`config.mk`:
```
export PLATFORM = sky130hd
export DESIGN_NAME = neuron_layer_seq
export DESIGN_NICKNAME = d
export VERILOG_FILES = /design/src/rtl/nn_pkg.sv /design/src/rtl/nn_mac.sv /design/src/rtl/neuron_layer_seq.sv
export SDC_FILE = /design/constraint.sdc
export NUM_CORES = 1
export LEC_CHECK = 0
export ABC_AREA = 1
export ABC_CLOCK_PERIOD_IN_PS = 11900
export BUFFER_PORTS_ARGS = -buffer_cell sky130_fd_sc_hd__buf_2
export CAP_MARGIN = 10
export CORE_AREA = 8 8 311 313
export CTS_CLUSTER_SIZE = 12
export DETAILED_ROUTE_END_ITERATION = 8
export DIE_AREA = 0 0 319 321
export HOLD_SLACK_MARGIN = 0.08
export PLACE_DENSITY = 0.48
export SLEW_MARGIN = 25
export SYNTH_ARGS = -nofsm -noshare
export SYNTH_HDL_FRONTEND = slang
export SYNTH_HIERARCHICAL = 1
export SYNTH_SLANG_ARGS = --single-unit
```
`constraint.sdc`:
```
create_clock -name clk -period 11.9 [get_ports clk]
set_input_delay 0.595 -clock clk [delete_from_list [all_inputs] [get_ports clk]]
set_output_delay 0.595 -clock clk [all_outputs]
set_load 0.02 [all_outputs]
```
`src/rtl/nn_pkg.sv`:
```
// Shared state encodings, width defaults and a width helper for the neuron layer sequencer.
package nn_pkg;

  localparam int DW_DEF = 16;
  localparam int AW_DEF = 32;

  typedef enum logic [2:0] {
    ST_IDLE = 3'd0,
    ST_LOAD = 3'd1,
    ST_MAC  = 3'd2,
    ST_ACT  = 3'd3,
    ST_OUT  = 3'd4,
    ST_DONE = 3'd5
  } state_e;

  // Bit width needed to index v items, never less than 1 so single-item configs still elaborate.
  function automatic int clog2_min1(input int v);
    return (v <= 2) ? 1 : $clog2(v);
  endfunction

endpackage

```
`src/rtl/nn_mac.sv`:
```
// Registered signed multiply-accumulate shared by all neurons of a layer.
// NEURON_SAT_EN: saturating, sticky accumulation instead of two's-complement wrap.
module nn_mac #(
  parameter int DW = 16,
  parameter int AW = 32
) (
  input  logic                 clk,
  input  logic                 rst,
  input  logic                 clr,
  input  logic                 en,
  input  logic signed [DW-1:0] a,
  input  logic signed [DW-1:0] b,
  output logic signed [AW-1:0] acc
);

  logic signed [2*DW-1:0] prod;
  logic signed [AW-1:0]   prod_ext;

  assign prod     = a * b;
  assign prod_ext = AW'(prod);

`ifdef NEURON_SAT_EN
  localparam logic signed [AW-1:0] ACC_MAX = {1'b0, {(AW-1){1'b1}}};
  localparam logic signed [AW-1:0] ACC_MIN = {1'b1, {(AW-1){1'b0}}};

  logic signed [AW:0] sum_wide;
  logic               sat_reg;

  assign sum_wide = {acc[AW-1], acc} + {prod_ext[AW-1], prod_ext};

  // Once clipped the neuron stays at the limit until the next clear.
  always_ff @(posedge clk) begin
    if (rst || clr) begin
      acc     <= '0;
      sat_reg <= 1'b0;
    end else if (en && !sat_reg) begin
      if (sum_wide[AW] != sum_wide[AW-1]) begin
        acc     <= sum_wide[AW] ? ACC_MIN : ACC_MAX;
        sat_reg <= 1'b1;
      end else begin
        acc <= sum_wide[AW-1:0];
      end
    end
  end
`else
  always_ff @(posedge clk) begin
    if (rst || clr) begin
      acc <= '0;
    end else if (en) begin
      acc <= acc + prod_ext;
    end
  end
`endif

endmodule

```
`src/rtl/neuron_layer_seq.sv`:
```
// Fully-connected layer sequencer: one shared MAC and an external sigmoid time-multiplexed over
// all neurons. NEURON_SAT_EN selects saturating accumulation inside nn_mac.
module neuron_layer_seq
  import nn_pkg::*;
#(
  parameter int N_IN   = 11,
  parameter int N_NEUR = 4,
  parameter int DW     = DW_DEF,
  parameter int AW     = AW_DEF,
  parameter int WA     = clog2_min1(N_IN * N_NEUR),
  parameter int IW     = clog2_min1(N_NEUR)
) (
  input  logic                 clk,
  input  logic                 rst,
  input  logic                 start,
  output logic                 busy,
  output logic                 done,
  input  logic                 x_valid,
  output logic                 x_ready,
  input  logic signed [DW-1:0] x_data,
  output logic [WA-1:0]        w_addr,
  input  logic signed [DW-1:0] w_data,
  output logic [AW-1:0]        sig_x,
  input  logic [AW-1:0]        sig_y,
  output logic                 y_valid,
  input  logic                 y_ready,
  output logic [AW-1:0]        y_data,
  output logic [IW-1:0]        y_idx
);

  localparam int KW = clog2_min1(N_IN);
  localparam int MW = clog2_min1(N_IN + 1);

  state_e                state_reg;
  logic [KW-1:0]         k_reg;
  logic [MW-1:0]         m_reg;
  logic [IW-1:0]         n_reg;
  logic [WA-1:0]         base_reg;
  logic signed [DW-1:0]  xbuf_reg [N_IN];

  logic                  mac_clr;
  logic                  mac_en;
  logic signed [DW-1:0]  mac_a;
  logic signed [AW-1:0]  acc;

  // Input buffer: one register per element, written in order during LOAD.
  generate
    for (genvar gi = 0; gi < N_IN; gi++) begin : g_xbuf
      always_ff @(posedge clk) begin
        if (rst) begin
          xbuf_reg[gi] <= '0;
        end else if (state_reg == ST_LOAD && x_valid && k_reg == KW'(gi)) begin
          xbuf_reg[gi] <= x_data;
        end
      end
    end
  endgenerate

  // MAC cycle 0 only clears; cycle m pairs buf[m-1] with the weight addressed in cycle m-1.
  assign mac_clr = (state_reg == ST_MAC) && (m_reg == '0);
  assign mac_en  = (state_reg == ST_MAC) && (m_reg != '0);
  assign mac_a   = (m_reg != '0) ? xbuf_reg[KW'(m_reg - MW'(1))] : '0;

  nn_mac #(
    .DW (DW),
    .AW (AW)
  ) u_mac (
    .clk (clk),
    .rst (rst),
    .clr (mac_clr),
    .en  (mac_en),
    .a   (mac_a),
    .b   (w_data),
    .acc (acc)
  );

  // The accumulator holds still through ACT and OUT, so it drives the sigmoid directly.
  assign sig_x = acc;

  always_ff @(posedge clk) begin
    if (rst) begin
      state_reg <= ST_IDLE;
      busy      <= 1'b0;
      done      <= 1'b0;
      x_ready   <= 1'b0;
      y_valid   <= 1'b0;
      w_addr    <= '0;
      y_data    <= '0;
      y_idx     <= '0;
      k_reg     <= '0;
      m_reg     <= '0;
      n_reg     <= '0;
      base_reg  <= '0;
    end else begin
      done <= 1'b0;
      case (state_reg)
        ST_IDLE: begin
          if (start) begin
            state_reg <= ST_LOAD;
            busy      <= 1'b1;
            x_ready   <= 1'b1;
            k_reg     <= '0;
          end
        end
        ST_LOAD: begin
          if (x_valid) begin
            if (k_reg == KW'(N_IN - 1)) begin
              state_reg <= ST_MAC;
              x_ready   <= 1'b0;
              k_reg     <= '0;
              m_reg     <= '0;
              n_reg     <= '0;
              base_reg  <= '0;
              w_addr    <= '0;
            end else begin
              k_reg <= k_reg + KW'(1);
            end
          end
        end
        ST_MAC: begin
          if (m_reg == MW'(N_IN)) begin
            state_reg <= ST_ACT;
          end else begin
            m_reg <= m_reg + MW'(1);
          end
          if (int'(m_reg) < N_IN - 1) begin
            w_addr <= w_addr + WA'(1);
          end
        end
        ST_ACT: begin
          state_reg <= ST_OUT;
          y_data    <= sig_y;
          y_idx     <= n_reg;
          y_valid   <= 1'b1;
        end
        ST_OUT: begin
          if (y_ready) begin
            y_valid <= 1'b0;
            if (n_reg == IW'(N_NEUR - 1)) begin
              state_reg <= ST_DONE;
              done      <= 1'b1;
            end else begin
              state_reg <= ST_MAC;
              n_reg     <= n_reg + IW'(1);
              m_reg     <= '0;
              base_reg  <= base_reg + WA'(N_IN);
              w_addr    <= base_reg + WA'(N_IN);
            end
          end
        end
        ST_DONE: begin
          state_reg <= ST_IDLE;
          busy      <= 1'b0;
        end
        default: begin
          state_reg <= ST_IDLE;
          busy      <= 1'b0;
          x_ready   <= 1'b0;
          y_valid   <= 1'b0;
        end
      endcase
    end
  end

endmodule

```
* Word level (Yosys, flattened, before mapping)
Memories as Yosys holds them, arrays and structs flattened. Index checks and enable logic that the tools add are counted.
Word-level totals: bits in registers 95, RAM bits 176, output and inout bits 76, logic and storage cells 182, memories kept 1
Cells by class: add/sub/neg operators 7, multiply operators 1, magnitude comparators 1, equal/unequal tests 25, multiplexer cells 84, bitwise operators 16, reduce and logical (&&, ||, !) cells 34
Memory list:
- xbuf_reg | words 11, bits a word 16, rd ports 1, clocked after memory_dff 0, write ports 11, RTL line neuron_layer_seq.sv:39 | logic signed [DW-1:0] xbuf_reg [N_IN];
Operators by type and width (count):
- 16-bit two-way mux | 12
- 1-bit two-way mux | 40
- 32-bit adder | 1
- 16-bit by 16-bit multiplier with 32-bit output | 1
- 4-bit two-way mux | 8
- 6-bit two-way mux | 5
- 3-bit two-way mux | 6
- 6-bit one-hot mux with 3 select lines | 1
- 4-bit by 3-bit equality test with 1-bit output, second input constant | 4
- 4-bit equality test, second input constant | 4
- 3-bit one-hot mux with 5 select lines | 1
- 1-bit logical AND | 14
- 4-bit one-hot mux with 3 select lines | 1
- 6-bit one-hot mux with 2 select lines | 1
- 6-bit AND reduction | 2
- 4-bit OR reduction | 3
- 1-bit OR | 11
- 2-bit inequality test, second input constant | 5
- 5-bit AND reduction | 2
- 4-bit by 1-bit adder with 4-bit output, second input constant | 2
- 4-bit by 2-bit equality test with 1-bit output, second input constant | 2
- 4-bit logical NOT | 2
- 2-bit two-way mux | 4
- 4-bit one-hot mux with 2 select lines | 1
- other kinds (24) | 35

* Longest topological paths before layout
Gate-level depths: netlist of the first run.
word-level depth 7, mapped depth 40, depth with buffers taken out 35

* Modules after synthesis
Netlist of the first run, hierarchy kept.
By module, submodules not included:
- nn_mac | instances 1, cells an instance 1675, area each 12824.8 sq um, seq. area each 640.6 sq um
- neuron_layer_seq | instances 1, cells an instance 1223, area each 10881.7 sq um, seq. area each 6546.3 sq um

* Worst setup path after synthesis of the first run
OpenSTA, ideal clock, no wires.
path type flip-flop to flip-flop, from register m_reg[0], to register u_mac.acc[30], setup time 0.109 ns, arrival time 6.961 ns, required time 11.791 ns, slack 4.830 ns, stages on the path, launching flop included 33, period minus slack after synthesis 7.070 ns, path through dfxtp_1 > inv_1 > buf_2 > buf_1 > ha_1 > buf_2 > clkbuf_1 > nand3_1 > nand3_1 > a31oi_1 > buf_4 > clkbuf_1 > nand2_1 > inv_1 > fa_1 > inv_1 > fa_1 > inv_1 > fa_1 > inv_1 > fa_1 > fa_1 > fa_1 > inv_1 > ha_1 > inv_1 > nor3_1 > nand2_1 > nand3b_1 > nand3_1 > nand3_1 > nand2_1 > inv_1
Between the ends: word-level cells in the longest chain between the ends 5
RTL lines:
- start: declaration | RTL line neuron_layer_seq.sv:36 | logic [MW-1:0] m_reg;
- start signal: assignment | RTL line neuron_layer_seq.sv:124 | m_reg <= m_reg + MW'(1);
- 4-bit by 1-bit subtractor with 4-bit output | RTL line neuron_layer_seq.sv:62 | assign mac_a = (m_reg != '0) ? xbuf_reg[KW'(m_reg - MW'(1))] : '0;
- memory read 11 x 16 bit
- 16-bit two-way mux (*) | RTL line neuron_layer_seq.sv:62
- named net mac_a[15] | RTL line neuron_layer_seq.sv:43 | logic signed [DW-1:0] mac_a;
- 16-bit by 16-bit multiplier with 32-bit output (*) | RTL line nn_mac.sv:19 | assign prod = a * b;
- 32-bit adder (*) | RTL line nn_mac.sv:50 | acc <= acc + prod_ext;
- end signal: assignment | RTL line nn_mac.sv:50
- end: declaration | RTL line nn_mac.sv:13 | output logic signed [AW-1:0] acc
Mark *: on every way through the listed nets, which the timed path passes. The rest lies on a longest branch. A chain may end at the register's enable or synchronous reset.

* Worst setup path in the final report of the first run
from register m_reg[0], to register u_mac.acc[31]
The elaborated chain is that of the path after synthesis.

==> results of run 1 <==
[stage by stage]
step                      setup slack (ns)  utilization, %
after floorplan                       4.83               -
after global placement                3.04            27.8
after detailed placement              2.99            27.9
after CTS                             2.95            29.1
after global routing                  2.41            29.1
final                                 2.98            29.1
[path summary, 6_finish.rpt]
check                                             endpoint  depth (start not counted)  slack [ns]                    start
worst max register to register  u_mac/acc[31]$_SDFFE_PP0P_                         34        2.98    m_reg[0]$_SDFFE_PP0P_
worst min-delay path               y_data[19]$_SDFFE_PP0P_                          3        0.29                sig_y[19]
worst min register to register     y_data[13]$_SDFFE_PP0P_                          2        0.48  y_data[13]$_SDFFE_PP0P_
worst max-delay path            u_mac/acc[31]$_SDFFE_PP0P_                         34        2.98    m_reg[0]$_SDFFE_PP0P_
[metal layers]
layer,track usage (%),vias to the layer above
met5,0,-
met4,2.91,6
met3,2.51,80
met2,23.4,386
met1,17.5,8921
li1,-,8907
[area by class of cell]
| cell class | instances | area (um^2) | area share (%) |
|---|---|---|---|
| multi-input cells | 1895 | 13800 | 51.6 |
| clock buffers | 45 | 912 | 3.40 |
| clock inverters | 15 | 218 | 0.811 |
| well taps | 1197 | 1500 | 5.58 |
| repair buffers | 179 | 983 | 3.66 |
| flip-flops and latches | 271 | 7190 | 26.8 |
| inverters | 584 | 2190 | 8.17 |
| diodes | 3 | 7.51 | 0.0280 |
[synth_stat cells (8+ instances only)]
master	n
edfxtp_1	176
dfxtp_1	95
nand2_1	602
nand2_2	9
nand3_2	10
o21bai_1	9
xor2_1	17
inv_1	575
nor3_1	12
a31oi_1	17
xnor2_1	8
nor2_1	420
clkbuf_1	105
ha_1	104
a21oi_1	62
o21ai_0	134
fa_1	292
nand3_1	149
buf_2	29
[cells in the final DEF, fill, tap and decap left out, drive strengths merged, types with 45 or more instances in the layout]
cell,netlist,routed
nor2,432,432
nand3,159,159
fa,292,292
nand2,611,611
ha,104,104
buf,42,179
o21ai,141,141
clkbuf,106,45
a21oi,64,64
dfxtp,95,95
edfxtp,176,176
inv,581,584
[cell families (layout without fill, tap and decap cells)]
group,Yosys count,in the layout
AOI/OAI and AO/OA,240,240
adders and majority gates,396,396
other,0,3
xor gates and xnor gates,26,26
buffers and inverters,732,823
and+or+nand+nor,1233,1233
DFF,271,271
[worst min-delay path, stage by stage]
cell     delay (ns)
buf_2          0.07
o21ai_0        0.07
nor2_1         0.07
==> results.md, run 1 <==
* Status: complete, no violations
* Post-route cell area at 26800 um^2
* Max-slew violation count at 0
* Yosys reg bits at 271
* Vias in the first global route at 19400
* # placed instances at 4126
* CORE AREA at just over 90000 um^2
* Final RePlAce weighted congestion at 0.850
* Achievable Freq at between 0.1 and 0.15 GHz
* Worst path required time at around 12 ns
* Met2 WL at 33.0 mm
* Clk sinks at 271
* Async set-reset flop share out of synthesis at 0%
* Die area at 102000 um^2
* Critical path class: reg -> reg
* H-tree depth at 2
* Mean Syn Cell Area at 8.18 um^2
* Family with the most delay on the worst path: adder cells
* Initial antenna violation count at 6
* Hold buffer count at CTS at 0
* Post-CTS sizing at 0
* WL/cell at between 15 and 20 um
* Area grow syn2layout at 13.2%
* Non-filler cells, final at 4189
* XOR/XNOR Fraction of Synth Area at 0.992%
* Multiplexer area fraction after synthesis at 0%
* CP arrival at 9.37 ns
* CTS tree: done
* Die Height at 321 um
* CTS root buf: clkbuf_16
* Hold Crit Class: in -> reg
* Worst skew pair latency at 0.55 ns
* WL final at 68.9 mm
* Layout Skew at between 0.02 and 0.025 ns
* Crit path largest cell delay at 0.74 ns
* Overflow after GRT at 0
* Post-Synthesis Cell Area at 23700 um^2
* Tmin final at 8.92 ns
* Gr usage total at 13.5%
* Crit Path Max Fanout at 32
* Synth Flop Type: edfxtp_1
* Final worst path period share at 74.9%
* Yosys Warn Count at 6
* Routed wl met3 at approximately 3.6 mm
* Clock Tree Buf Depth at 3
* Max reg flops at 176
* Share of the synthesized area in the top cell type at about 25%
* Row count at between 100 and 150
* Post-Synth Adder-Cell Area at between 30% and 40%
* Count of final hold-check violations at 0
* Max cap viols at 0
* First-iteration detailed-routing DRC count at 993
* Worst Max-Slew Pin Slew at 1.02 ns
* Dpl hpwl at 52.4 mm
* Fin nets at approximately 3400
* Routed Antenna Nets at 0
* I/O pins at 145
* Hold Slack at 0.294 ns
* Dpl cell area at 25700 um^2
* Initial Util at between 20% and 30%
* Die Wd at 319 um
* Worst path slowest cell: fa_1
* Largest family of logic cells by synthesized area: adder cells
* Routed length on met1 at 31.1 mm
* Worst Path Buf+Inv at 12
* Routed via count at between 15000 and 20000
* Port Buffer Count at ~140
* Cts bufs inserted at 34
* DRT Pass-1 Iters at 6
* Fillcell total at 9975
* DR vias/cell at 4.37
* Synth Instances at 2898
* Register area share after synthesis at a little under a third
* Final setup fails at 0
* Post-synthesis compound-gate area fraction at 5.42%
* First-pass GRT wire length at 111 mm
* Largest net degree at the start of global routing at between 50 and 60
* EDFF count, synth at 176
* Worst setup EP type: register
* Post-synthesis net count at between 3000 and 4000
* CTS clk-pin slew, worst paths at 0.06 ns
* Rel. slew slack at 31.7%
* TNS Setup at 0 ns
* Share of cells above drive strength 1 at under 10%
* RSZ-0062 raised after global routing: no
* Post-CTS setup buffer count at 0
* Largest area contributor in the netlist: fa_1
* Top cells by area, synth: fa_1 25%, edfxtp_1 22%, nand2_1 9.5%
* Startpoint Class: register
* DR DRC count at 0
* Synth Area in Simple Gates at 21.2%
* Distinct cells, synth at 41
* Uppermost routed layer: met5
Power of run 1 is left out: the tool's default activity adds up to more than one toggle a clock period on the data nets, which glitch-free logic cannot reach.
==> run 2: changes to the inputs <==
ABC_CLOCK_PERIOD_IN_PS = 9100   (was 11900)
clock period = 9.1 ns   (was 11.9 ns; I/O delays follow)
==> results.md, run 2 (synthesis gave the netlist of run 1 again) <==
* DR vias/cell at around 4.4
* Rel. slew slack at about a third
* Clk sinks at 271
* WL/cell at approximately 16 um
* WL final at a little under 70 mm
* DR DRC count at 0
* Hold Crit Class: in -> reg
* Worst Max-Slew Pin Slew at roughly 1 ns
* Hold buffer count at CTS at 0
* CTS root buf: clkbuf_16
* Setup WS post-layout at between 0.9 and 1 ns
* Dpl cell area at approximately 26000 um^2
* Pre-CTS WS at 0.900 ns
* Die Wd at 319 um
* Fin nets at 3431
* Achievable Freq at 0.122 GHz
* Fin util at 29.1%
* Worst path slowest cell: a31oi_2
* Routed via count at 18200
* Share of cells above drive strength 1 at 10.0%
* Largest net degree at the start of global routing at 66
* RSZ-0062 raised after global routing: no
* CTS tree: done
* Initial antenna violation count at 7
* Sequential standard cell area at 7190 um^2
* Commonest non-fill, non-tap cell in the layout: nand2_1
* Combined area of the multi-input logic cells at 13800 um^2
* Crit Path Max Fanout at 58
* CP arrival at about 8.6 ns
* Area grow syn2layout at 13.1%
* Commonest non-fill, non-tap cells in the layout: 602 x nand2_1, 573 x inv_1, 420 x nor2_1
* Layout Skew at 0.0147 ns
* Final setup fails at 0
* TNS Setup at 0 ns
* Post-CTS setup buffer count at 0
* Max reg flops at around 180
* Dpl hpwl at 51.9 mm
* Routed Antenna Nets at 0
* Status: complete, no violations
* Vias in the first global route at 19300
* Critical path class: reg -> reg
* Clock Tree Buf Depth at 3
* Worst path required time at 9.55 ns
* Count of final hold-check violations at 0
* Startpoint Class: register
* Worst skew pair latency at 0.54 ns
* Post-route cell area at 26800 um^2
* Port Buffer Count at around 140
* H-tree depth at 2
* Fillcell total at between 9000 and 10000
* Max cap viols at 0
* CORE AREA at ~92000 um^2
* Post-CTS sizing at 0
* Overflow after GRT at 0
* Tmin final at 8.19 ns
* Final RePlAce weighted congestion at around 0.88
* Worst setup EP type: register
* Crit path largest cell delay at around 0.82 ns
* Initial Util at between 20% and 30%
* Die Height at about 320 um
* Cts bufs inserted at 34
* CTS clk-pin slew, worst paths at 0.06 ns
* Row count at 112
* First-pass GRT wire length at 109 mm
* First-iteration detailed-routing DRC count at 1016
* Gr usage total at approximately an eighth
* I/O pins at about 150
* DRT Pass-1 Iters at 5
* Final worst path period share at 90.0%
* Die area at roughly 100000 um^2
* CP dominant cell by count: fa_1
* Max-slew violation count at 0
## run 2: changes by cell type in the layout (fill, tap and decap cells not counted), sizes merged
cell,previous run,this run
clkinvlp,2,1
bufinv,4,3
diode,3,4
clkinv,9,17
clkbuf,45,40
buf,179,180
## run 2: critical path, delay by kind of cell (launching register included)
family	cells	cell delay (ns)
DFF	1	0.32
buffers and inverters	7	1.13
and+or+nand+nor	9	1.36
AOI/OAI and AO/OA	5	1.96
adders and majority gates	7	3.33
## run 2: cell type report
| type | instances | area share (%) |
|---|---|---|
| antenna | 4 | 0.0373 |
| tap | 1197 | 5.59 |
| sequential | 271 | 26.8 |
| inverter | 584 | 8.18 |
| clock inverter | 21 | 0.779 |
| timing repair buffer | 180 | 3.70 |
| multi-input combinational | 1895 | 51.6 |
| clock buffer | 40 | 3.30 |
## run 2: final timing paths
kind | to | slack (ns) | start | cells past startpoint
worst max-delay path | u_mac/acc[30]$_SDFFE_PP0P_ | 0.91 | m_reg[0]$_SDFFE_PP0P_ | 28
worst min-delay path | y_data[27]$_SDFFE_PP0P_ | 0.16 | sig_y[27] | 3
worst max register to register | u_mac/acc[30]$_SDFFE_PP0P_ | 0.91 | m_reg[0]$_SDFFE_PP0P_ | 28
worst min register to register | x_ready$_SDFFE_PP0P_ | 0.46 | x_ready$_SDFFE_PP0P_ | 2
## run 2: routing by layer
metal  GRT usage, %  part of all wire, %
met5              0                0.059
met4           3.30                  2.2
met2           22.9                   47
met1           17.1                   45
met3           2.51                  5.4
## run 2: metrics by stage
| stage | cells | hold WS (ns) |
|---|---|---|
| final | 4192 | 0.162 |
| after global routing | 4189 | 0.143 |
| after CTS | 4188 | 0.129 |
| after detailed placement | 4127 | 0.457 |
| after global placement | 4127 | 0.448 |
| after floorplan | 2898 | 0.477 |
Power of run 2 is left out for the same reason.
